## config.mk

```make
export PLATFORM = sky130hd
export DESIGN_NAME = fp_batch_ctrl
export DESIGN_NICKNAME = d
export VERILOG_FILES = /design/src/rtl/fp_ctrl_pkg.sv /design/src/rtl/fp_ctrl_watchdog.sv /design/src/rtl/fp_batch_ctrl.sv
export SDC_FILE = /design/constraint.sdc
export NUM_CORES = 1
export LEC_CHECK = 0
export ABC_AREA = 1
export CORE_ASPECT_RATIO = 2
export CORE_MARGIN = 2
export CORE_UTILIZATION = 40
export CTS_BUF_LIST = sky130_fd_sc_hd__clkbuf_8 sky130_fd_sc_hd__clkbuf_16
export DETAILED_ROUTE_END_ITERATION = 16
export PLACE_DENSITY = 0.67
export SETUP_SLACK_MARGIN = 0.2
export SYNTH_ARGS = -nofsm -noshare
export SYNTH_HDL_FRONTEND = slang
export SYNTH_HIERARCHICAL = 1
export SYNTH_SLANG_ARGS = --single-unit
export TNS_END_PERCENT = 5
```

## constraint.sdc

```tcl
create_clock -name clk -period 2.7 [get_ports clk]
set_clock_uncertainty 0.2 [all_clocks]
set_input_delay 0.81 -clock clk [delete_from_list [all_inputs] [get_ports clk]]
set_output_delay 0.81 -clock clk [all_outputs]
set_load 0.01 [all_outputs]
```

## src/rtl/fp_ctrl_pkg.sv

```systemverilog
`default_nettype none
// ============================================================================
// Module   : fp_ctrl_pkg
// Brief    : Shared types and constants for the fix(8.8)->float16 batch
//            sequencer (state encoding, NaN substitute, byte-lane offsets).
// Revision : 1.0 - initial release
// ============================================================================
package fp_ctrl_pkg;

  typedef enum logic [3:0] {
    S_IDLE     = 4'd0,
    S_RD_LO    = 4'd1,
    S_RD_HI    = 4'd2,
    S_CAPT     = 4'd3,
    S_ENG_GO   = 4'd4,
    S_ENG_WAIT = 4'd5,
    S_WR_LO    = 4'd6,
    S_WR_HI    = 4'd7,
    S_NEXT     = 4'd8
  } state_t;

  // Quiet NaN written in place of a result the engine never delivered.
  localparam logic [15:0] FP16_NAN = 16'h7E00;

  // Byte-lane offsets within a little-endian 16-bit word.
  localparam int LO = 0;
  localparam int HI = 1;

endpackage
`default_nettype wire

```

## src/rtl/fp_ctrl_watchdog.sv

```systemverilog
`default_nettype none
// ============================================================================
// Module   : fp_ctrl_watchdog
// Brief    : Cycle counter that flags expiry once TIMEOUT enabled cycles have
//            elapsed since the last clear. Used only when WATCHDOG_EN is set.
// Revision : 1.0 - initial release
// ============================================================================
module fp_ctrl_watchdog
  import fp_ctrl_pkg::*;
#(
  parameter int TIMEOUT = 255
) (
  input  logic clk,
  input  logic reset,
  input  logic clear,
  input  logic enable,
  output logic expire
);

  localparam int CW = $clog2(TIMEOUT + 1);

  logic [CW-1:0] r_cnt;

  // Count enabled cycles, saturating at the limit so expire stays asserted.
  always_ff @(posedge clk) begin
    if (reset || clear) begin
      r_cnt <= '0;
    end else if (enable && !expire) begin
      r_cnt <= r_cnt + CW'(1);
    end
  end

  assign expire = (r_cnt == CW'(TIMEOUT));

endmodule
`default_nettype wire

```

## src/rtl/fp_batch_ctrl.sv

```systemverilog
`default_nettype none
// ============================================================================
// Module   : fp_batch_ctrl
// Brief    : Batch sequencer for the fix(8.8)->float16 engine. Reads COUNT
//            little-endian operands from data memory, runs each through the
//            engine via start/done, writes results back as two bytes.
//            Optional macro WATCHDOG_EN adds an engine timeout that sets err
//            and substitutes a float16 NaN result.
// Revision : 1.0 - initial release
// ============================================================================
module fp_batch_ctrl
  import fp_ctrl_pkg::*;
#(
  parameter int ADDR_W   = 8,
  parameter int SRC_BASE = 0,
  parameter int DST_BASE = 64,
  parameter int CNT_W    = 5,
  parameter int TIMEOUT  = 255
) (
  input  logic              clk,
  input  logic              reset,
  input  logic              start,
  input  logic [CNT_W-1:0]  count,
  output logic              busy,
  output logic              done,
  output logic              err,
  output logic [ADDR_W-1:0] mem_addr,
  output logic              mem_rd,
  output logic              mem_wr,
  output logic [7:0]        mem_wdata,
  input  logic [7:0]        mem_rdata,
  output logic              eng_start,
  output logic [15:0]       eng_operand,
  input  logic              eng_done,
  input  logic [15:0]       eng_result
);

  state_t              r_state;
  state_t              w_next;
  logic [CNT_W-1:0]    r_count;
  logic [CNT_W-1:0]    r_index;
  logic [15:0]         r_operand;
  logic [15:0]         r_result;
  logic                r_eng_done_prev;
  logic                r_busy;
  logic                r_done;
  logic                r_err;

  logic                w_rd;
  logic                w_wr;
  logic                w_eng_go;
  logic [ADDR_W-1:0]   w_addr;
  logic [7:0]          w_wdata;
  logic                w_eng_rise;
  logic                w_expire;
  logic                w_last;
  logic [ADDR_W-1:0]   w_pair_off;
  logic [ADDR_W-1:0]   w_src_addr;
  logic [ADDR_W-1:0]   w_dst_addr;

  // Address arithmetic wraps modulo 2^ADDR_W by construction.
  assign w_pair_off = ADDR_W'({r_index, 1'b0});
  assign w_src_addr = ADDR_W'(SRC_BASE) + w_pair_off;
  assign w_dst_addr = ADDR_W'(DST_BASE) + w_pair_off;

  // A level still high from the previous operand is not an edge.
  assign w_eng_rise = eng_done && !r_eng_done_prev;

  // count==0 batches pass straight through NEXT without touching memory.
  assign w_last = (r_count == '0) || ((r_index + CNT_W'(1)) == r_count);

`ifdef WATCHDOG_EN
  fp_ctrl_watchdog #(
    .TIMEOUT (TIMEOUT)
  ) u_watchdog (
    .clk    (clk),
    .reset  (reset),
    .clear  (r_state != S_ENG_WAIT),
    .enable (r_state == S_ENG_WAIT),
    .expire (w_expire)
  );
`else
  logic w_unused_timeout;
  assign w_unused_timeout = (TIMEOUT != 0);
  assign w_expire         = 1'b0;
`endif

  // State register.
  always_ff @(posedge clk) begin
    if (reset) begin
      r_state <= S_IDLE;
    end else begin
      r_state <= w_next;
    end
  end

  // Next-state decode and per-state memory/engine strobes.
  always_comb begin
    w_next   = r_state;
    w_rd     = 1'b0;
    w_wr     = 1'b0;
    w_eng_go = 1'b0;
    w_addr   = '0;
    w_wdata  = '0;
    case (r_state)
      S_IDLE: begin
        if (start) begin
          w_next = (count == '0) ? S_NEXT : S_RD_LO;
        end
      end
      S_RD_LO: begin
        w_rd   = 1'b1;
        w_addr = w_src_addr + ADDR_W'(LO);
        w_next = S_RD_HI;
      end
      S_RD_HI: begin
        w_rd   = 1'b1;
        w_addr = w_src_addr + ADDR_W'(HI);
        w_next = S_CAPT;
      end
      S_CAPT: begin
        w_next = S_ENG_GO;
      end
      S_ENG_GO: begin
        w_eng_go = 1'b1;
        w_next   = S_ENG_WAIT;
      end
      S_ENG_WAIT: begin
        if (w_eng_rise || w_expire) begin
          w_next = S_WR_LO;
        end
      end
      S_WR_LO: begin
        w_wr    = 1'b1;
        w_addr  = w_dst_addr + ADDR_W'(LO);
        w_wdata = r_result[7:0];
        w_next  = S_WR_HI;
      end
      S_WR_HI: begin
        w_wr    = 1'b1;
        w_addr  = w_dst_addr + ADDR_W'(HI);
        w_wdata = r_result[15:8];
        w_next  = S_NEXT;
      end
      S_NEXT: begin
        w_next = w_last ? S_IDLE : S_RD_LO;
      end
      default: begin
        w_next = S_IDLE;
      end
    endcase
  end

  // Datapath: batch bookkeeping, operand assembly and result capture.
  always_ff @(posedge clk) begin
    if (reset) begin
      r_count         <= '0;
      r_index         <= '0;
      r_operand       <= '0;
      r_result        <= '0;
      r_eng_done_prev <= 1'b0;
      r_busy          <= 1'b0;
      r_done          <= 1'b0;
      r_err           <= 1'b0;
    end else begin
      r_eng_done_prev <= eng_done;
      case (r_state)
        S_IDLE: begin
          if (start) begin
            r_count <= count;
            r_index <= '0;
            r_busy  <= 1'b1;
            r_done  <= 1'b0;
            r_err   <= 1'b0;
          end
        end
        S_RD_HI: r_operand[7:0]  <= mem_rdata;
        S_CAPT:  r_operand[15:8] <= mem_rdata;
        S_ENG_WAIT: begin
          if (w_eng_rise) begin
            r_result <= eng_result;
          end else if (w_expire) begin
            r_result <= FP16_NAN;
            r_err    <= 1'b1;
          end
        end
        S_NEXT: begin
          r_index <= r_index + CNT_W'(1);
          if (w_last) begin
            r_busy <= 1'b0;
            r_done <= 1'b1;
          end
        end
        default: ;
      endcase
    end
  end

  // Strobes are suppressed in the reset cycle so an interrupted write
  // never lands.
  assign mem_rd      = w_rd && !reset;
  assign mem_wr      = w_wr && !reset;
  assign eng_start   = w_eng_go && !reset;
  assign mem_addr    = w_addr;
  assign mem_wdata   = w_wdata;
  assign eng_operand = r_operand;
  assign busy        = r_busy;
  assign done        = r_done;
  assign err         = r_err;

endmodule
`default_nettype wire

```

# == Yosys cells after proc, flatten, opt, wreduce, memory -nomap -nowiden ==
# Index checks and enable logic that the tools add are counted.
# totals
regBits,49
latchBits,0
ramBits,0
romBits,0
out_inout_bits,38
mem_count,0
# op_classes
n_addsub,4
n_mul,0
n_div,0
n_lt_le_gt_ge,0
eq_ne,12
shifts,0
n_mux,18
bitwise_logic,0
n_reduce_logical,18
# op_table
op,n
$pmux 4 s9,1
$pmux 8 s4,1
$eq 4x3->1 const B,4
$pmux 8 s2,1
$mux 4,3
$logic_not 5->1,2
$pmux 5 s2,1
$add 7x6->8 const A,1
$add 8x1->8 const B,1
$eq 4x2->1 const B,2
$mux 1,8
$reduce_and 2->1,4
$add 6x1->7 const B,1
$ne 2x2->1 const B,3
$add 5x1->5 const B,1
$eq 5x5->1,1
$mux 5,1
$eq 4x1->1 const B,1
$eq 4x4->1 const B,1
$logic_and 1x1->1,4
$logic_not 4->1,1
$pmux 1 s2,2
$reduce_or 2->1,2
$reduce_and 3->1,1
3 further kinds,4

# == Logic depth before layout (Yosys ltp) ==
# Gate-level depths: netlist of run 1.
# logic_depth
word_depth,5
ltp_mapped,12
mapped_depth_nobuf,12

# == Worst setup path after synthesis of run 1 ==
# Ideal clock, no wire load.
# synth_timing
path_type,input port to output port
from,input reset
to,output eng_start
arrival_ns,1.484
t_required_ns,1.690
path_slack_ns,0.206
path_stages,3
path_buffers,2
cell_sequence,clkbuf_1 -> clkbuf_1 -> nor3_1
# synth_via
elab_chain_len,2
# synth_lines
item,line,source
start: declaration,fp_batch_ctrl.sv:21,"input logic reset,"
$logic_not 1->1,fp_batch_ctrl.sv:203,assign eng_start = w_eng_go && !reset;
$logic_and 1x1->1,fp_batch_ctrl.sv:203,
end: declaration,fp_batch_ctrl.sv:32,"output logic eng_start,"
# No other way between the ends.

# == Worst setup path in the final report of run 1 ==
# layout_timing
from,register r_state[2]
to,output mem_wdata[1]
# layout_via
elab_chain_len,2
# layout_lines
item,line,source
start: declaration,fp_batch_ctrl.sv:38,state_t r_state;
start signal: assignment,fp_batch_ctrl.sv:93,r_state <= w_next;
$eq 4x3->1,fp_batch_ctrl.sv:105,case (r_state)
$pmux 8 s2 (*),fp_batch_ctrl.sv:105,
end: declaration,fp_batch_ctrl.sv:30,"output logic [7:0] mem_wdata,"
# Mark *: on every way between the ends. The rest lies on a longest branch, timed or not.

==> impl_metrics.ini, run 1 <==
[placement]
pre_cts_ws_ps = -121
io_buffers = 68
gp_congestion = 0.853
place_inst = 433
place_area_mm2 = 0.00306
dp_hpwl_um = 4280

[cells_and_area]
fin_cells = 442
final_core_util_pct = 57.3
syn2layout_area_growth_pct = 40.2
drive_gt1_share_pct = 20.7
register_area_um2 = 988
finalInstanceArea_mm2 = 0.00322
antenna_cells = 0
fill_cells = 507
multiInputGateArea_mm2 = 0.00112
final_nets = 414

[synth]
synth_top_flop_cell = dfxtp_1
synth_area_per_cell_um2 = 7.55
synth.area.top_cells = dfxtp_1, nand2_1, a211oi_2
synth-seq-cells = 49
syn_area_mm2 = 0.00230
yosysSeqAreaShare_pct = 42.7
synth_edf_count = 0
yosys.area.top_type = dfxtp_1
synth_cells = 304
synth_most_common_cell = nand2_1
ys_warn_count = 6
synth_top_area_share_pct = 42.7
ys_types = 26
ys_top_cells_by_count = nand2_1, dfxtp_1, nor2_1
async_flop_share_pct = 0

[grt]
antenna_found_initial = 0
grt.total_usage_pct = 18.1
grt_pass1_wl_um = 9340
grt_pass1_vias = 2117
overflow = 0
grt_max_degree = 34

[critical_path]
cp.arrival_ps = 1560
critical_path.top_delay_family = buffers and inverters
crit_chain = inv_2 -> nor2_4 -> inv_2 -> nor2_4 -> inv_4 -> o22ai_1 -> dlygate4sd2_1
cp_slowest_cell = dfxtp_1
start_kind = register
crit_fanout = 5
cp.required_ps = 1690
crit_path_end_kind = output port
worst-path-buf-inv = 4
critPathKind = register to output port
max_stage_delay_ps = 340

[pwr]
leakage_nw = 1.23
vdd.ir_drop.worst_mv = 0.635
powerDensity_mw_per_mm2 = 557
power_mw = 1.79

[timing]
timing.final.crit_share_pct = 95.0
fin_crit_ps = 2570
rsz0062_at_grt = true
fmax_mhz = 390
setup_slack_ps = 135
slew_violations = 0
setup_tns_ps = 0
final-setup-viol-count = 0
hold_slack_ps = 267
hold_viol = 0

[route]
finalWirelength_um = 5720
drcViolationCount = 0
wl_per_cell_um = 12.9
drt_pass1_iterations = 5
vias = 2235
drtIter0Drc = 60
antenna_left = 0
via_per_inst = 5.06

[clock_network]
cts_num_sinks = 49
clk_pin_slew_worst_paths_ps = 60
cts_tree = yes
holdBufCountCts = 0
insertion_delay_ps = 290
cts_buffers = 5
cts_setup_buffers = 0
max-clock-path-buffers = 2
root_buffer = clkbuf_16
htree_levels = 2

[floorplanning]
ios = 71
core-area_mm2 = 0.00561
initial_utilization_pct = 40.9
die_area_mm2 = 0.00640
die_y_um = 111
rows = 39
die_x_um = 57.6

[min_path]
min-delay-path-class = register to register

[flow_run]
max_cap_viol_count = 0

[status]
status = finished clean
-- layer usage --
layer  vias up  global-route usage [%]  part of all wire [%]
li1       1131                       -                     -
met1      1007                    21.8                    42
met2        84                    29.4                    49
met3        13                    5.25                   6.7
met4         0                    7.60                   2.3
met5         -                       0                     0
-- cells in the final DEF (no fill, tap or decap), drive strengths merged --
master and instances:
nand2 74, clkdlybuf4s50 49, dfxtp 49, nor2 46, inv 44, a21oi 25, a211oi 22, buf 12
nand3 12, clkbuf 12, o22ai 8, nor3 7, dlygate4sd2 7, clkdlybuf4s15 3, nand4 2, conb 2
o21ai 2, a31oi 1, ha 1, clkinvlp 1, clkinv 1, dlymetal6s2s 1
-- layout make-up --
type                            count  area share (%)
Timing Repair inverter              1           0.194
Timing Repair Buffer               79            22.3
Clock inverter                      3           0.661
Sequential cell                    49            30.7
Clock buffer                        5            3.89
Tap cell                           61            2.37
Inverter                           42            4.98
Multi-Input combinational cell    202            34.9
-- tightest hold or removal path, cell delays in order (launching register included) --
cell	delay, ps
dfxtp_1	310
nand2_1	60
a21oi_1	50
-- flip-flops by register name (all words and copies together), names as in the netlist --
signal           count
r_index              5
done                 1
r_count              5
r_result            16
r_state              4
eng_operand         16
busy                 1
r_eng_done_prev      1
-- power by group --
part	switching, mW	internal (mW)	total (mW)
logic	0.210	0.168	0.378
registers	0.0290	0.764	0.793
clock network	0.277	0.345	0.622
total	0.517	1.28	1.79
-- cells by family (layout without fill, tap and decap cells) --
| group | Yosys count | in the layout | share of synthesized area (%) |
|---|---|---|---|
| buffers and inverters | 54 | 130 | 10.1 |
| AOI/OAI and AO/OA | 58 | 58 | 19.5 |
| DFF | 49 | 49 | 42.7 |
| adders and majority gates | 1 | 1 | 0.545 |
| other | 1 | 2 | 0.163 |
| and+or+nand+nor | 141 | 141 | 26.9 |
-- worst paths after layout --
path	from	endpoint	slack, ps	cells after the start
setup / recovery	r_state[2]$_SDFFE_PP0P_	mem_wdata[1]	130	7
setup reg to reg	r_index[0]$_SDFFE_PP0P_	busy$_SDFFE_PP0P_	840	11
hold reg to reg	eng_operand[8]$_SDFFE_PP0P_	eng_operand[8]$_SDFFE_PP0P_	270	2
hold / removal	eng_operand[8]$_SDFFE_PP0P_	eng_operand[8]$_SDFFE_PP0P_	270	2
-- timing repair --
action	in CTS	in global routing
gates cloned	1	0
pin swaps	0	1
endpoints found under the setup margin	18	18
resized for setup	24	29
Note: power is estimated with default switching activity, not from simulation.
==> run 2, diff against run 1 <==
--- a/config.mk
+++ b/config.mk
@@ -13,6 +13,7 @@
 export DETAILED_ROUTE_END_ITERATION = 16
 export PLACE_DENSITY = 0.67
 export SETUP_SLACK_MARGIN = 0.2
+export SKIP_CTS_REPAIR_TIMING = 1
 export SYNTH_ARGS = -nofsm -noshare
 export SYNTH_HDL_FRONTEND = slang
 export SYNTH_HIERARCHICAL = 1
==> constraint.sdc (replaced) <==
create_clock -name clk -period 3.31 [get_ports clk]
set_clock_uncertainty 0.2 [all_clocks]
set_input_delay 0.993 -clock clk [delete_from_list [all_inputs] [get_ports clk]]
set_output_delay 0.993 -clock clk [all_outputs]
set_load 0.01 [all_outputs]
==> run 2 against run 1 <==
  * Worst setup slack improved by 58 ps
  * Via count shrank 3.3%
  * Clock power fell by 18%
  * Combinational power down 23%
  * Die area did not move
  * Critical path depth unchanged
  * Sequential power shrank 19%
  * Non-clock buffer count fell by 8
  * First-iteration DRC count down 22%
  * Global-route usage is 0.21 points lower
  * Clock-buffer cell count increased by 1
  * Wire length down 4.1%
==> impl_metrics.ini, run 2 (synthesis results as in run 1) <==
[timing]
fmax_mhz = 321
final-setup-viol-count = 0
rsz0062_at_grt = true
timing.final.crit_share_pct = 94.2
slew_violations = 0
tightest_slew_ps = 699
hold_viol = 0
maxSlewHeadroom_pct = 53.3
fin_crit_ps = 3120
setup_tns_ps = 0

[clock_network]
cts_buffers = 5
insertion_delay_ps = 290
htree_levels = 2
cts_num_sinks = 49
cts_tree = yes
clk_pin_slew_worst_paths_ps = 60
root_buffer = clkbuf_16
max-clock-path-buffers = 2

[critical_path]
crit_path_end_kind = output port
max_stage_delay_ps = 570
reg2regPathDepth = 11
timing.rr.start = r_index[0]$_SDFFE_PP0P_
crit_end = mem_wdata[0]
cp.required_ps = 2120
critPathKind = register to output port
cpMostUsedCell = inv_2
crit_chain = inv_2 -> nor2_4 -> inv_2 -> nor2_1 -> inv_2 -> o22ai_1 -> clkdlybuf4s50_1
crit_fanout = 9
reg2reg_slack_ps = 1440
reg2reg_to = busy$_SDFFE_PP0P_
startpoint = r_state[2]$_SDFFE_PP0P_
cp_slowest_cell = clkdlybuf4s50_1
cp.arrival_ps = 1920
start_kind = register

[cells_and_area]
drive_gt1_share_pct = 15.3
final_core_util_pct = 56.4
finalInstanceArea_mm2 = 0.00316
final_common_cell = nand2_1
layout_common_cells = nand2_1, clkdlybuf4s50_1, dfxtp_1, nor2_1, inv_1
antenna_cells = 0
syn2layout_area_growth_pct = 37.8
final_nets = 405

[route]
via_per_inst = 4.99
vias = 2161
antenna_left = 0
drt_pass1_iterations = 4
wl_per_cell_um = 12.7
finalWirelength_um = 5490
drcViolationCount = 0
drtIter0Drc = 47

[pwr]
leakage_nw = 1.12
vdd.ir_drop.worst_mv = 0.498
powerDensity_mw_per_mm2 = 457

[floorplanning]
ios = 71
die_y_um = 111
initial_utilization_pct = 40.9
die_area_mm2 = 0.00640
rows = 39
die_x_um = 57.6
core-area_mm2 = 0.00561

[min_path]
min-delay-path-class = register to register

[flow_run]
max_cap_viol_count = 0

[grt]
met1_usage_pct = 22.2
antenna_found_initial = 0
grt_max_degree = 34
grt.total_usage_pct = 17.9
grt_use_met3_pct = 4.67
grt_pass1_vias = 2078
grt_pass1_wl_um = 9210
top_usage_layer = met2
overflow = 0
met2_usage_pct = 29.4

[placement]
dp_hpwl_um = 4160
io_buffers = 68
gp_congestion = 0.843
place_area_mm2 = 0.00300

[status]
status = finished clean
run 2: cell count changes in the layout (fill, tap and decap cells not counted), moves of 2 or more:
cell and change:
nor2_2 -2, clkdlybuf4s15_1 -3, dfxtp_4 -2, inv_2 +2
dlygate4sd2_1 -7, buf_4 -8, o22ai_2 -2, o22ai_1 +2
clkbuf_2 -7, nor2_1 +2, nand2_1 +2, inv_4 -2
clkdlybuf4s50_1 +18
run 2: per-stage QoR:
step	hold slack (ps)	power, mW	worst slack [ps]	std cells
2_1_floorplan	253	0.825	450	305
3_3_place_gp	247	0.935	257	425
3_5_place_dp	255	0.940	214	425
4_1_cts	265	1.46	-103	433
5_1_grt	278	1.52	106	433
6_report	263	1.45	193	433
run 2: metal layers:
metal	part of all wire (%)	up-vias	wire (um)
met5	0	-	0
met4	1.4	0	76
met3	6.8	6	374
met2	49	65	2690
met1	43	973	2350
li1	-	1117	-
run 2: worst min path at each step:
stage / to / cells after the start / from
floorplan: r_index[4]$_SDFFE_PP0P_ / 2 / r_index[4]$_SDFFE_PP0P_
global placement: eng_operand[7]$_SDFFE_PP0P_ / 2 / eng_operand[7]$_SDFFE_PP0P_
detailed placement: eng_operand[7]$_SDFFE_PP0P_ / 2 / eng_operand[7]$_SDFFE_PP0P_
CTS: eng_operand[7]$_SDFFE_PP0P_ / 2 / eng_operand[7]$_SDFFE_PP0P_
global route: eng_operand[12]$_SDFFE_PP0P_ / 2 / eng_operand[12]$_SDFFE_PP0P_
finish: eng_operand[0]$_SDFFE_PP0P_ / 2 / eng_operand[0]$_SDFFE_PP0P_
run 2: layout make-up:
type / count / area (um^2)
fillers: 542 / 2450
multi-input cells: 202 / 1100
flip-flops and latches: 49 / 982
repair buffers: 71 / 698
inverters: 42 / 158
clock buffers: 6 / 139
well taps: 61 / 76.3
clock inverters: 2 / 13.8
run 2: power by group:
part	internal (mW)	switching, mW	leakage (nW)
Combinational	0.124	0.166	0.645
Sequential	0.621	0.0209	0.398
Clock	0.300	0.213	0.0768
Total	1.05	0.399	1.12
run 2: worst max-delay path: cells and delay by family, from the launching register on:
family | cells | cell delay, ps
AO/OA/AOI/OAI | 1 | 160
buffers and inverters | 4 | 830
AND/OR/NAND/NOR | 2 | 260
flip-flops | 1 | 390
